`config.mk`:
```
export PLATFORM = sky130hd
export DESIGN_NAME = wire_alu
export DESIGN_NICKNAME = d
export VERILOG_FILES = /design/src/rtl/wire_alu.sv
export SDC_FILE = /design/constraint.sdc
export NUM_CORES = 1
export LEC_CHECK = 0
export CAP_MARGIN = 20
export CORE_UTILIZATION = 40
export CTS_BUF_LIST = sky130_fd_sc_hd__clkbuf_4 sky130_fd_sc_hd__clkbuf_8
export DETAILED_ROUTE_END_ITERATION = 8
export PLACE_DENSITY_LB_ADDON = 0.1
export SLEW_MARGIN = 20
export SYNTH_ARGS = -nofsm -noshare
export SYNTH_HDL_FRONTEND = slang
export SYNTH_SLANG_ARGS = --single-unit
```
`constraint.sdc`:
```
create_clock -name okClk -period 12.03 [get_ports okClk]
set_input_delay 3.0075 -clock okClk [delete_from_list [all_inputs] [get_ports okClk]]
set_output_delay 3.0075 -clock okClk [all_outputs]
set_load 0.02 [all_outputs]
```
`src/rtl/wire_alu.sv`:
```
// wire_alu: okClk-domain host arithmetic engine (ADD/SUB/ACC/shift-add MUL) with per-channel accumulators.
// Optional build macro WIRE_ALU_SAT_EN: clamp results on overflow/borrow instead of wrapping.
module wire_alu #(
   parameter int  WIDTH    = 32,
   parameter int  CHANNELS = 4,
   localparam int CW       = (CHANNELS > 1) ? $clog2(CHANNELS) : 1
) (
   input  logic                      okClk,
   input  logic                      reset,
   input  logic                      start,
   input  logic [1:0]                op_sel,
   input  logic [CW-1:0]             chan_sel,
   input  logic                      acc_clr,
   input  logic [WIDTH-1:0]          op_a,
   input  logic [WIDTH-1:0]          op_b,
   output logic [WIDTH-1:0]          result,
   output logic [CHANNELS*WIDTH-1:0] acc_out,
   output logic                      busy,
   output logic                      done,
   output logic                      ovf,
   output logic                      err
);

   localparam int CNTW = $clog2(WIDTH);

   localparam logic [1:0] OP_ADD = 2'd0;
   localparam logic [1:0] OP_SUB = 2'd1;
   localparam logic [1:0] OP_ACC = 2'd2;
   localparam logic [1:0] OP_MUL = 2'd3;

   localparam logic [1:0] S_IDLE = 2'd0;
   localparam logic [1:0] S_EXEC = 2'd1;
   localparam logic [1:0] S_MUL  = 2'd2;

   logic [1:0]       state_reg;
   logic [CNTW-1:0]  cnt_reg;
   logic [WIDTH-1:0] a_reg;
   logic [WIDTH-1:0] b_reg;
   logic [1:0]       op_reg;
   logic [CW-1:0]    ch_reg;
   logic [WIDTH-1:0] result_reg;
   logic             busy_reg;
   logic             done_reg;
   logic             ovf_reg;
   logic             err_reg;
   // Shift-add product: hi_reg collects partial sums, lo_reg holds the remaining multiplier bits.
   logic [WIDTH-1:0] hi_reg;
   logic [WIDTH-1:0] lo_reg;

   logic [CHANNELS-1:0] ch_hit;
   logic [CHANNELS-1:0] clr_hit;
   logic [WIDTH-1:0]    acc_word [CHANNELS];
   logic [WIDTH-1:0]    acc_cur;
   logic                ch_legal;
   logic                acc_wr;

   logic [WIDTH:0]   add_full;
   logic [WIDTH:0]   sub_full;
   logic [WIDTH:0]   acc_full;
   logic [WIDTH-1:0] mul_addend;
   logic [WIDTH:0]   mul_sum;
   logic [WIDTH-1:0] mul_hi_next;
   logic [WIDTH-1:0] mul_lo_next;
   logic             mul_ovf;
   logic             mul_last;
   logic [WIDTH-1:0] add_res;
   logic [WIDTH-1:0] sub_res;
   logic [WIDTH-1:0] acc_res;
   logic [WIDTH-1:0] mul_res;
   logic [WIDTH-1:0] exec_res;
   logic             exec_ovf;

   assign acc_wr = (state_reg == S_EXEC) && (op_reg == OP_ACC);

   genvar gi;
   generate
      for (gi = 0; gi < CHANNELS; gi++) begin : g_ch
         logic [WIDTH-1:0] acc_reg;

         assign ch_hit[gi]  = (ch_reg == CW'(gi));
         assign clr_hit[gi] = acc_clr && (chan_sel == CW'(gi));

         // A clear on the same edge as an ACC write to this channel takes priority.
         always_ff @(posedge okClk or posedge reset) begin
            if (reset) begin
               acc_reg <= '0;
            end else if (clr_hit[gi]) begin
               acc_reg <= '0;
            end else if (acc_wr && ch_hit[gi]) begin
               acc_reg <= acc_res;
            end
         end

         assign acc_word[gi]                  = acc_reg;
         assign acc_out[gi*WIDTH +: WIDTH]    = acc_reg;
      end
   endgenerate

   // Hit vector instead of a range compare keeps non-power-of-two channel counts safe.
   assign ch_legal = |ch_hit;

   always_comb begin
      acc_cur = '0;
      for (int i = 0; i < CHANNELS; i++) begin
         if (ch_hit[i]) acc_cur = acc_word[i];
      end
   end

   assign add_full = {1'b0, a_reg} + {1'b0, b_reg};
   assign sub_full = {1'b0, a_reg} - {1'b0, b_reg};
   assign acc_full = {1'b0, acc_cur} + {1'b0, a_reg};

   assign mul_addend  = lo_reg[0] ? a_reg : '0;
   assign mul_sum     = {1'b0, hi_reg} + {1'b0, mul_addend};
   assign mul_hi_next = mul_sum[WIDTH:1];
   assign mul_lo_next = {mul_sum[0], lo_reg[WIDTH-1:1]};
   assign mul_ovf     = |mul_hi_next;
   assign mul_last    = (cnt_reg == CNTW'(WIDTH-1));

`ifdef WIRE_ALU_SAT_EN
   assign add_res = add_full[WIDTH] ? '1 : add_full[WIDTH-1:0];
   assign sub_res = sub_full[WIDTH] ? '0 : sub_full[WIDTH-1:0];
   assign acc_res = acc_full[WIDTH] ? '1 : acc_full[WIDTH-1:0];
   assign mul_res = mul_ovf         ? '1 : mul_lo_next;
`else
   assign add_res = add_full[WIDTH-1:0];
   assign sub_res = sub_full[WIDTH-1:0];
   assign acc_res = acc_full[WIDTH-1:0];
   assign mul_res = mul_lo_next;
`endif

   always_comb begin
      exec_res = add_res;
      exec_ovf = add_full[WIDTH];
      case (op_reg)
         OP_SUB: begin
            exec_res = sub_res;
            exec_ovf = sub_full[WIDTH];
         end
         OP_ACC: begin
            exec_res = acc_res;
            exec_ovf = acc_full[WIDTH];
         end
         default: ;
      endcase
   end

   always_ff @(posedge okClk or posedge reset) begin
      if (reset) begin
         state_reg  <= S_IDLE;
         cnt_reg    <= '0;
         a_reg      <= '0;
         b_reg      <= '0;
         op_reg     <= OP_ADD;
         ch_reg     <= '0;
         result_reg <= '0;
         busy_reg   <= 1'b0;
         done_reg   <= 1'b0;
         ovf_reg    <= 1'b0;
         err_reg    <= 1'b0;
         hi_reg     <= '0;
         lo_reg     <= '0;
      end else begin
         done_reg <= 1'b0;
         case (state_reg)
            S_IDLE: begin
               if (start) begin
                  a_reg     <= op_a;
                  b_reg     <= op_b;
                  op_reg    <= op_sel;
                  ch_reg    <= chan_sel;
                  busy_reg  <= 1'b1;
                  cnt_reg   <= '0;
                  hi_reg    <= '0;
                  lo_reg    <= op_b;
                  state_reg <= (op_sel == OP_MUL) ? S_MUL : S_EXEC;
               end
            end
            S_EXEC: begin
               busy_reg  <= 1'b0;
               done_reg  <= 1'b1;
               state_reg <= S_IDLE;
               if (op_reg == OP_ACC && !ch_legal) begin
                  ovf_reg <= 1'b0;
                  err_reg <= 1'b1;
               end else begin
                  result_reg <= exec_res;
                  ovf_reg    <= exec_ovf;
               end
            end
            S_MUL: begin
               hi_reg  <= mul_hi_next;
               lo_reg  <= mul_lo_next;
               cnt_reg <= cnt_reg + CNTW'(1);
               if (mul_last) begin
                  result_reg <= mul_res;
                  ovf_reg    <= mul_ovf;
                  busy_reg   <= 1'b0;
                  done_reg   <= 1'b1;
                  state_reg  <= S_IDLE;
               end
            end
            default: state_reg <= S_IDLE;
         endcase
      end
   end

   assign result = result_reg;
   assign busy   = busy_reg;
   assign done   = done_reg;
   assign ovf    = ovf_reg;
   assign err    = err_reg;

endmodule

```
==> flow_summary.yaml, run 1 <==
synth:
  ys_seq_area_frac: 0.372
  synth-edff-count: 0
  synth_area_per_cell_sq_um: 8.98
  synth_area_sq_mm: 0.0204
  synth_cells: 2272
  synth_ff_type: "dfrtp_1"
  synthArstFlopShare: 1.00
  synth_cell_types: 94
  yosysWarnings: 0
  syn_nets: 2484
  ys_ff_latch: 303
sta:
  fin_ws_ns: 6.95
  slew-limit-headroom: 0.282
  tns_ns: 0
  holdWs_ns: 0.392
  period_needed_ns: 5.08
  hold_viol_final: 0
  maxSlewViolCount: 0
  fin_worst_skew_ns: 0.0319
  rsz0062_at_grt: "false"
  final-setup-viol-count: 0
  max_freq_ghz: 0.197
  tightest_slew_ns: 1.08
  fin_crit_sh: 0.422
setup_path:
  crit_end: "result[25]$_DFFE_PP0P_"
  timing.rr.end: "result[25]$_DFFE_PP0P_"
  crit_path_start_kind: "register"
  worstPathCellList: "buf_4, mux4_2, ha_1, and3_1, and4_1, o211ai_1, a211oi_1, nor2_1, o21ai_0, a31oi_1, xnor2_1, a21oi_1, a21oi_1"
  reg2regPathDepth: 13
  worstSetupPathType: "register to register"
  critical_path.slowest_cell: "xnor2_1"
  crit_buf_inv: 1
  cp_common_cell: "a21oi_1"
  critPathRequiredTime_ns: 12.60
  crit_arrival_ns: 5.65
  path_delay_family: "compound AO/OA/AOI/OAI gates"
  worst_path_largest_cell_delay_ns: 0.74
  r2r_start: "ch_reg[0]$_DFFE_PP0P_"
  critPathCaptureType: "register"
  path_max_fanout: 38
  path_depth: 13
  worstSetupStartpoint: "ch_reg[0]$_DFFE_PP0P_"
  reg2reg_setup_slack_ns: 6.95
cts:
  cts-resized-gates: 0
  numCtsBuffers: 54
  clock-root-buffer: "clkbuf_8"
  cts.path.max_buffers: 3
  cts.htree.levels: 2
  postCtsSetupRepairBufs: 0
  cts_hold_buffers: 0
  cts_tree: "built"
  clk_latency_ns: 0.67
  clkTransAtPathRegs_ns: 0.06
  clock-sinks: 303
outcome:
  status: "complete, no violations"
global_routing:
  grt_max_degree: 126
  grt_pass1_wl_microns: 112000
  first_global_vias: 18500
  grt_overflow: 0
  grt_use_total: 0.277
  antenna_found_initial: 1
flow_run:
  cap_violations: 0
detailed_routing:
  wl_per_cell_microns: 23.0
  vias: 18600
  routed_wl_microns: 73000
  via_per_inst: 5.88
  firstDrtPassIters: 5
  drt_iter0_drc: 1476
  drc: 0
  drtAntennaViolNets: 0
floorplan:
  fp-row-count: 82
  die_y_microns: 228
  io_pins: 236
  initial_utilization: 0.406
  core_area_sq_mm: 0.0503
  dieWidth_microns: 228
  dieArea_sq_mm: 0.0519
hold_path:
  hold_depth: 0
  hp-class: "register to register"
place:
  placed_area_sq_mm: 0.0234
  gp_congestion: 0.927
  place_ws_ns: 6.14
  post-dp-hpwl_microns: 53000
  portBuffers: 235
cells_and_area:
  nets: 2670
  multi_input_area_sq_mm: 0.0120
  final_cell_area_sq_mm: 0.0246
  largest_register_ff_count: 128
  seq_area_sq_mm: 0.00758
  final_layout_size_suffix_gt1_frac: 0.110
  nFillCells: 4834
  area_growth_pct: 20.7
[layout by cell type, fill, tap and decap left out, types with 16 or more instances in the layout]
master / Yosys / routed
a211oi_1: 26 / 26
ha_1: 136 / 135
nor2_1: 126 / 123
a21oi_1: 264 / 263
mux2i_1: 37 / 37
and2_1: 32 / 32
o31ai_1: 24 / 24
nor3_1: 24 / 22
a22o_1: 28 / 28
o21ai_0: 127 / 126
nand2_1: 345 / 344
and3_1: 19 / 19
a221oi_1: 17 / 17
mux2_2: 72 / 72
nand2b_1: 21 / 21
clkdlybuf4s50_1: 0 / 235
or3_1: 18 / 18
clkbuf_4: 0 / 16
xor2_1: 19 / 19
nand3_1: 23 / 23
xnor2_1: 52 / 52
buf_4: 1 / 28
inv_1: 96 / 95
mux4_2: 32 / 32
a21o_1: 39 / 39
nand4_1: 21 / 21
clkbuf_8: 0 / 69
dfrtp_1: 303 / 301
[cell families after synthesis]
group                      share of synthesized area
AOI/OAI and AO/OA                              0.220
and+or+nand+nor                                0.155
DFF                                            0.372
buffers and inverters                         0.0429
muxes                                         0.0932
adders and majority gates                     0.0873
xor gates and xnor gates                      0.0305
[worst min-delay path by stage]
stage / start / end / slack [ns]
2_1_floorplan: hi_reg[16]$_DFFE_PP0P_ / hi_reg[16]$_DFFE_PP0P_ / 0.46
3_3_place_gp: err$_DFFE_PP0P_ / err$_DFFE_PP0P_ / 0.38
3_5_place_dp: err$_DFFE_PP0P_ / err$_DFFE_PP0P_ / 0.38
4_1_cts: err$_DFFE_PP0P_ / err$_DFFE_PP0P_ / 0.40
5_1_grt: err$_DFFE_PP0P_ / err$_DFFE_PP0P_ / 0.40
6_report: err$_DFFE_PP0P_ / err$_DFFE_PP0P_ / 0.39
[metrics by stage]
stage | utilization | cells
after floorplan | - | 2272
after global placement | 0.465 | 3073
after detailed placement | 0.465 | 3073
after CTS | 0.489 | 3169
after global routing | 0.490 | 3170
final | 0.490 | 3171
[layer usage]
| metal | global-route usage | part of all wire | up-vias |
|---|---|---|---|
| li1 | - | - | 8580 |
| met1 | 0.409 | 0.48 | 9258 |
| met2 | 0.414 | 0.43 | 686 |
| met3 | 0.0496 | 0.072 | 108 |
| met4 | 0.0772 | 0.023 | 2 |
| met5 | 0 | 0.00018 | - |
[Yosys cell counts, drive strengths merged, types with 10 or more instances]
master | instances | area (sq um)
nand2 | 345 | 1290
dfrtp | 303 | 7580
a21oi | 265 | 1330
ha | 136 | 1700
o21ai | 135 | 679
nor2 | 126 | 473
clkbuf | 111 | 417
inv | 96 | 360
mux2 | 72 | 811
xnor2 | 52 | 455
a21o | 39 | 293
mux2i | 37 | 370
and2 | 33 | 208
mux4 | 32 | 721
a22o | 29 | 255
a211oi | 28 | 228
nor3 | 25 | 130
o31ai | 25 | 193
buf | 23 | 93.8
nand3 | 23 | 115
and3 | 21 | 138
nand2b | 21 | 131
nand4 | 21 | 131
xor2 | 19 | 166
a221oi | 18 | 164
or3 | 18 | 113
a31oi | 16 | 136
nor4 | 15 | 100
o21bai | 15 | 116
a221o | 14 | 140
nor2b | 14 | 87.6
o21a | 13 | 97.6
o211ai | 12 | 90.1
nand3b | 11 | 82.6
o221ai | 10 | 87.6
[final cells by class]
type,count,area share
well taps,672,0.0341
flip-flops and latches,303,0.308
multi-input cells,1738,0.488
inverters,97,0.0151
clock inverters,11,0.00640
clock buffers,85,0.0434
repair buffers,264,0.105
diodes,1,0.000102
Power of run 1 is not shown: default switching activity piles up to over one toggle a cycle in this logic, so the estimate is an artifact.
==> run 2: changes to the inputs <==
==> constraint.sdc (replaced) <==
create_clock -name okClk -period 4.1 [get_ports okClk]
set_input_delay 1.025 -clock okClk [delete_from_list [all_inputs] [get_ports okClk]]
set_output_delay 1.025 -clock okClk [all_outputs]
set_load 0.02 [all_outputs]
==> run 2 against run 1 <==
  * Via count rose by 2.4%
  * Core utilization rose by 1.8 points
  * Global-route usage rose by 0.99 points
  * Critical path depth did not move
  * Sequential share of layout area fell by 1.1 points
  * Die area did not move
  * Clock-buffer cell count rose by 3
  * First-iteration DRC count rose by 26%
  * Register-to-register slack got worse by 6.8 ns
  * Flip-flop and latch count did not move
  * Non-clock buffer count rose by 93
==> flow_summary.yaml, run 2 (synthesized netlist as in run 1, its figures left out) <==
outcome:
  status: "complete, no violations"
setup_path:
  crit_path_start_kind: "register"
  crit_arrival_ns: 4.48
  path_max_fanout: 4
  worstSetupPathType: "register to register"
  critPathRequiredTime_ns: 4.62
  critPathCaptureType: "register"
cts:
  cts_tree: "built"
  cts.htree.levels: 2
  clock-root-buffer: "clkbuf_8"
  cts.path.max_buffers: 3
  clock-sinks: 303
  clk_latency_ns: 0.65
  clkTransAtPathRegs_ns: 0.06
  cts_hold_buffers: 0
  numCtsBuffers: 56
cells_and_area:
  final_cell_area_sq_mm: 0.0256
  final_cell_mix: "nand2_1 (344), dfrtp_1 (300), a21oi_1 (262), clkdlybuf4s50_1 (235), ha_1 (135)"
  final_layout_size_suffix_gt1_frac: 0.146
  utilization: 0.508
  area_growth_pct: 25.2
  nets: 2765
  largest_register_ff_count: 128
  mostFrequentLayoutCell: "nand2_1"
sta:
  rsz0062_at_grt: "false"
  fin_ws_ns: 0.143
  maxSlewViolCount: 0
  hold_viol_final: 0
  slew-limit-headroom: 0.309
  fin_crit_sh: 0.965
  period_needed_ns: 3.96
  fin_worst_skew_ns: 0.0232
  max_freq_ghz: 0.253
  tightest_slew_ns: 1.03
  holdWs_ns: 0.379
  final-setup-viol-count: 0
floorplan:
  dieWidth_microns: 228
  dieArea_sq_mm: 0.0519
  core_area_sq_mm: 0.0503
  initial_utilization: 0.406
  fp-row-count: 82
  io_pins: 236
  die_y_microns: 228
detailed_routing:
  vias: 19100
  drc: 0
  firstDrtPassIters: 5
  drt_iter0_drc: 1864
  drtAntennaViolNets: 0
  wl_per_cell_microns: 23.1
  routed_wl_microns: 75400
  via_per_inst: 5.84
place:
  place_ws_ns: -0.0268
  placed_area_sq_mm: 0.0241
  portBuffers: 235
  post-dp-hpwl_microns: 56200
  gp_congestion: 0.964
global_routing:
  grt_use_total: 0.287
  grt_pass1_wl_microns: 116000
  grt_overflow: 0
  first_global_vias: 18800
  grt_max_degree: 118
  antenna_found_initial: 2
hold_path:
  hp-class: "register to register"
flow_run:
  cap_violations: 0
==> run 2: critical path, cell delays in order, from the launching register on <==
cell and delay [ns]:
dfrtp_2 0.43, buf_4 0.18, mux4_2 0.54, ha_1 0.25
a21o_1 0.20, a21o_1 0.18, a2111oi_1 0.50, a21oi_2 0.16
a31oi_1 0.25, buf_4 0.19, xnor2_1 0.14, a221oi_2 0.40
a21oi_1 0.10, a221o_1 0.30
==> run 2: stage by stage <==
stage	TNS, ns	std cells
after floorplan	-289.07	2272
after global placement	-0.0208	3162
after detailed placement	-0.0268	3162
after CTS	0	3262
after global routing	0	3267
final	0	3270
==> run 2: area by class of cell <==
class                   instances  area [sq um]
clock inverters                12           185
clock buffers                  88          1150
fillers                      4759         24700
well taps                     672           841
flip-flops and latches        303          7590
diodes                          3          7.51
multi-input cells            1738         12100
repair buffers                357          3370
inverters                      97           368
==> run 2: path summary, 6_finish.rpt <==
path	from	end	slack, ns	cells after the start
worst min register to register	err$_DFFE_PP0P_	err$_DFFE_PP0P_	0.38	0
worst max-delay path	ch_reg[0]$_DFFE_PP0P_	result[24]$_DFFE_PP0P_	0.14	13
min in group asynchronous	reset	g_ch[3].acc_reg[8]$_DFFE_PP0P_	0.71	2
max in group asynchronous	reset	lo_reg[28]$_DFFE_PP0P_	2.34	3
worst max register to register	ch_reg[0]$_DFFE_PP0P_	result[24]$_DFFE_PP0P_	0.14	13
worst min-delay path	err$_DFFE_PP0P_	err$_DFFE_PP0P_	0.38	0
==> run 2: routing by layer <==
| metal | vias to the layer above | wire length, microns | track usage |
|---|---|---|---|
| met4 | 2 | 1570 | 0.0755 |
| met2 | 761 | 32800 | 0.432 |
| met5 | - | 19 | 0 |
| li1 | 8764 | - | - |
| met3 | 99 | 4970 | 0.0398 |
| met1 | 9464 | 36000 | 0.430 |
==> run 2: what timing repair did <==
action                     CTS  global route
buffers inserted             0             5
resized for setup            1             9
setup endpoints to repair    1            27
Power of run 2 is left out for the same reason.
==> run 3: changes to the inputs <==
--- a/config.mk
+++ b/config.mk
@@ -8,6 +8,7 @@
 export CAP_MARGIN = 20
 export CORE_UTILIZATION = 40
 export CTS_BUF_LIST = sky130_fd_sc_hd__clkbuf_4 sky130_fd_sc_hd__clkbuf_8
+export CTS_CLUSTER_SIZE = 14
 export DETAILED_ROUTE_END_ITERATION = 8
 export PLACE_DENSITY_LB_ADDON = 0.1
 export SLEW_MARGIN = 20
==> results of run 3 <==
Same layout as run 2: the final DEF is identical, and so are final timing and power.
Power of run 3 is left out for the same reason.
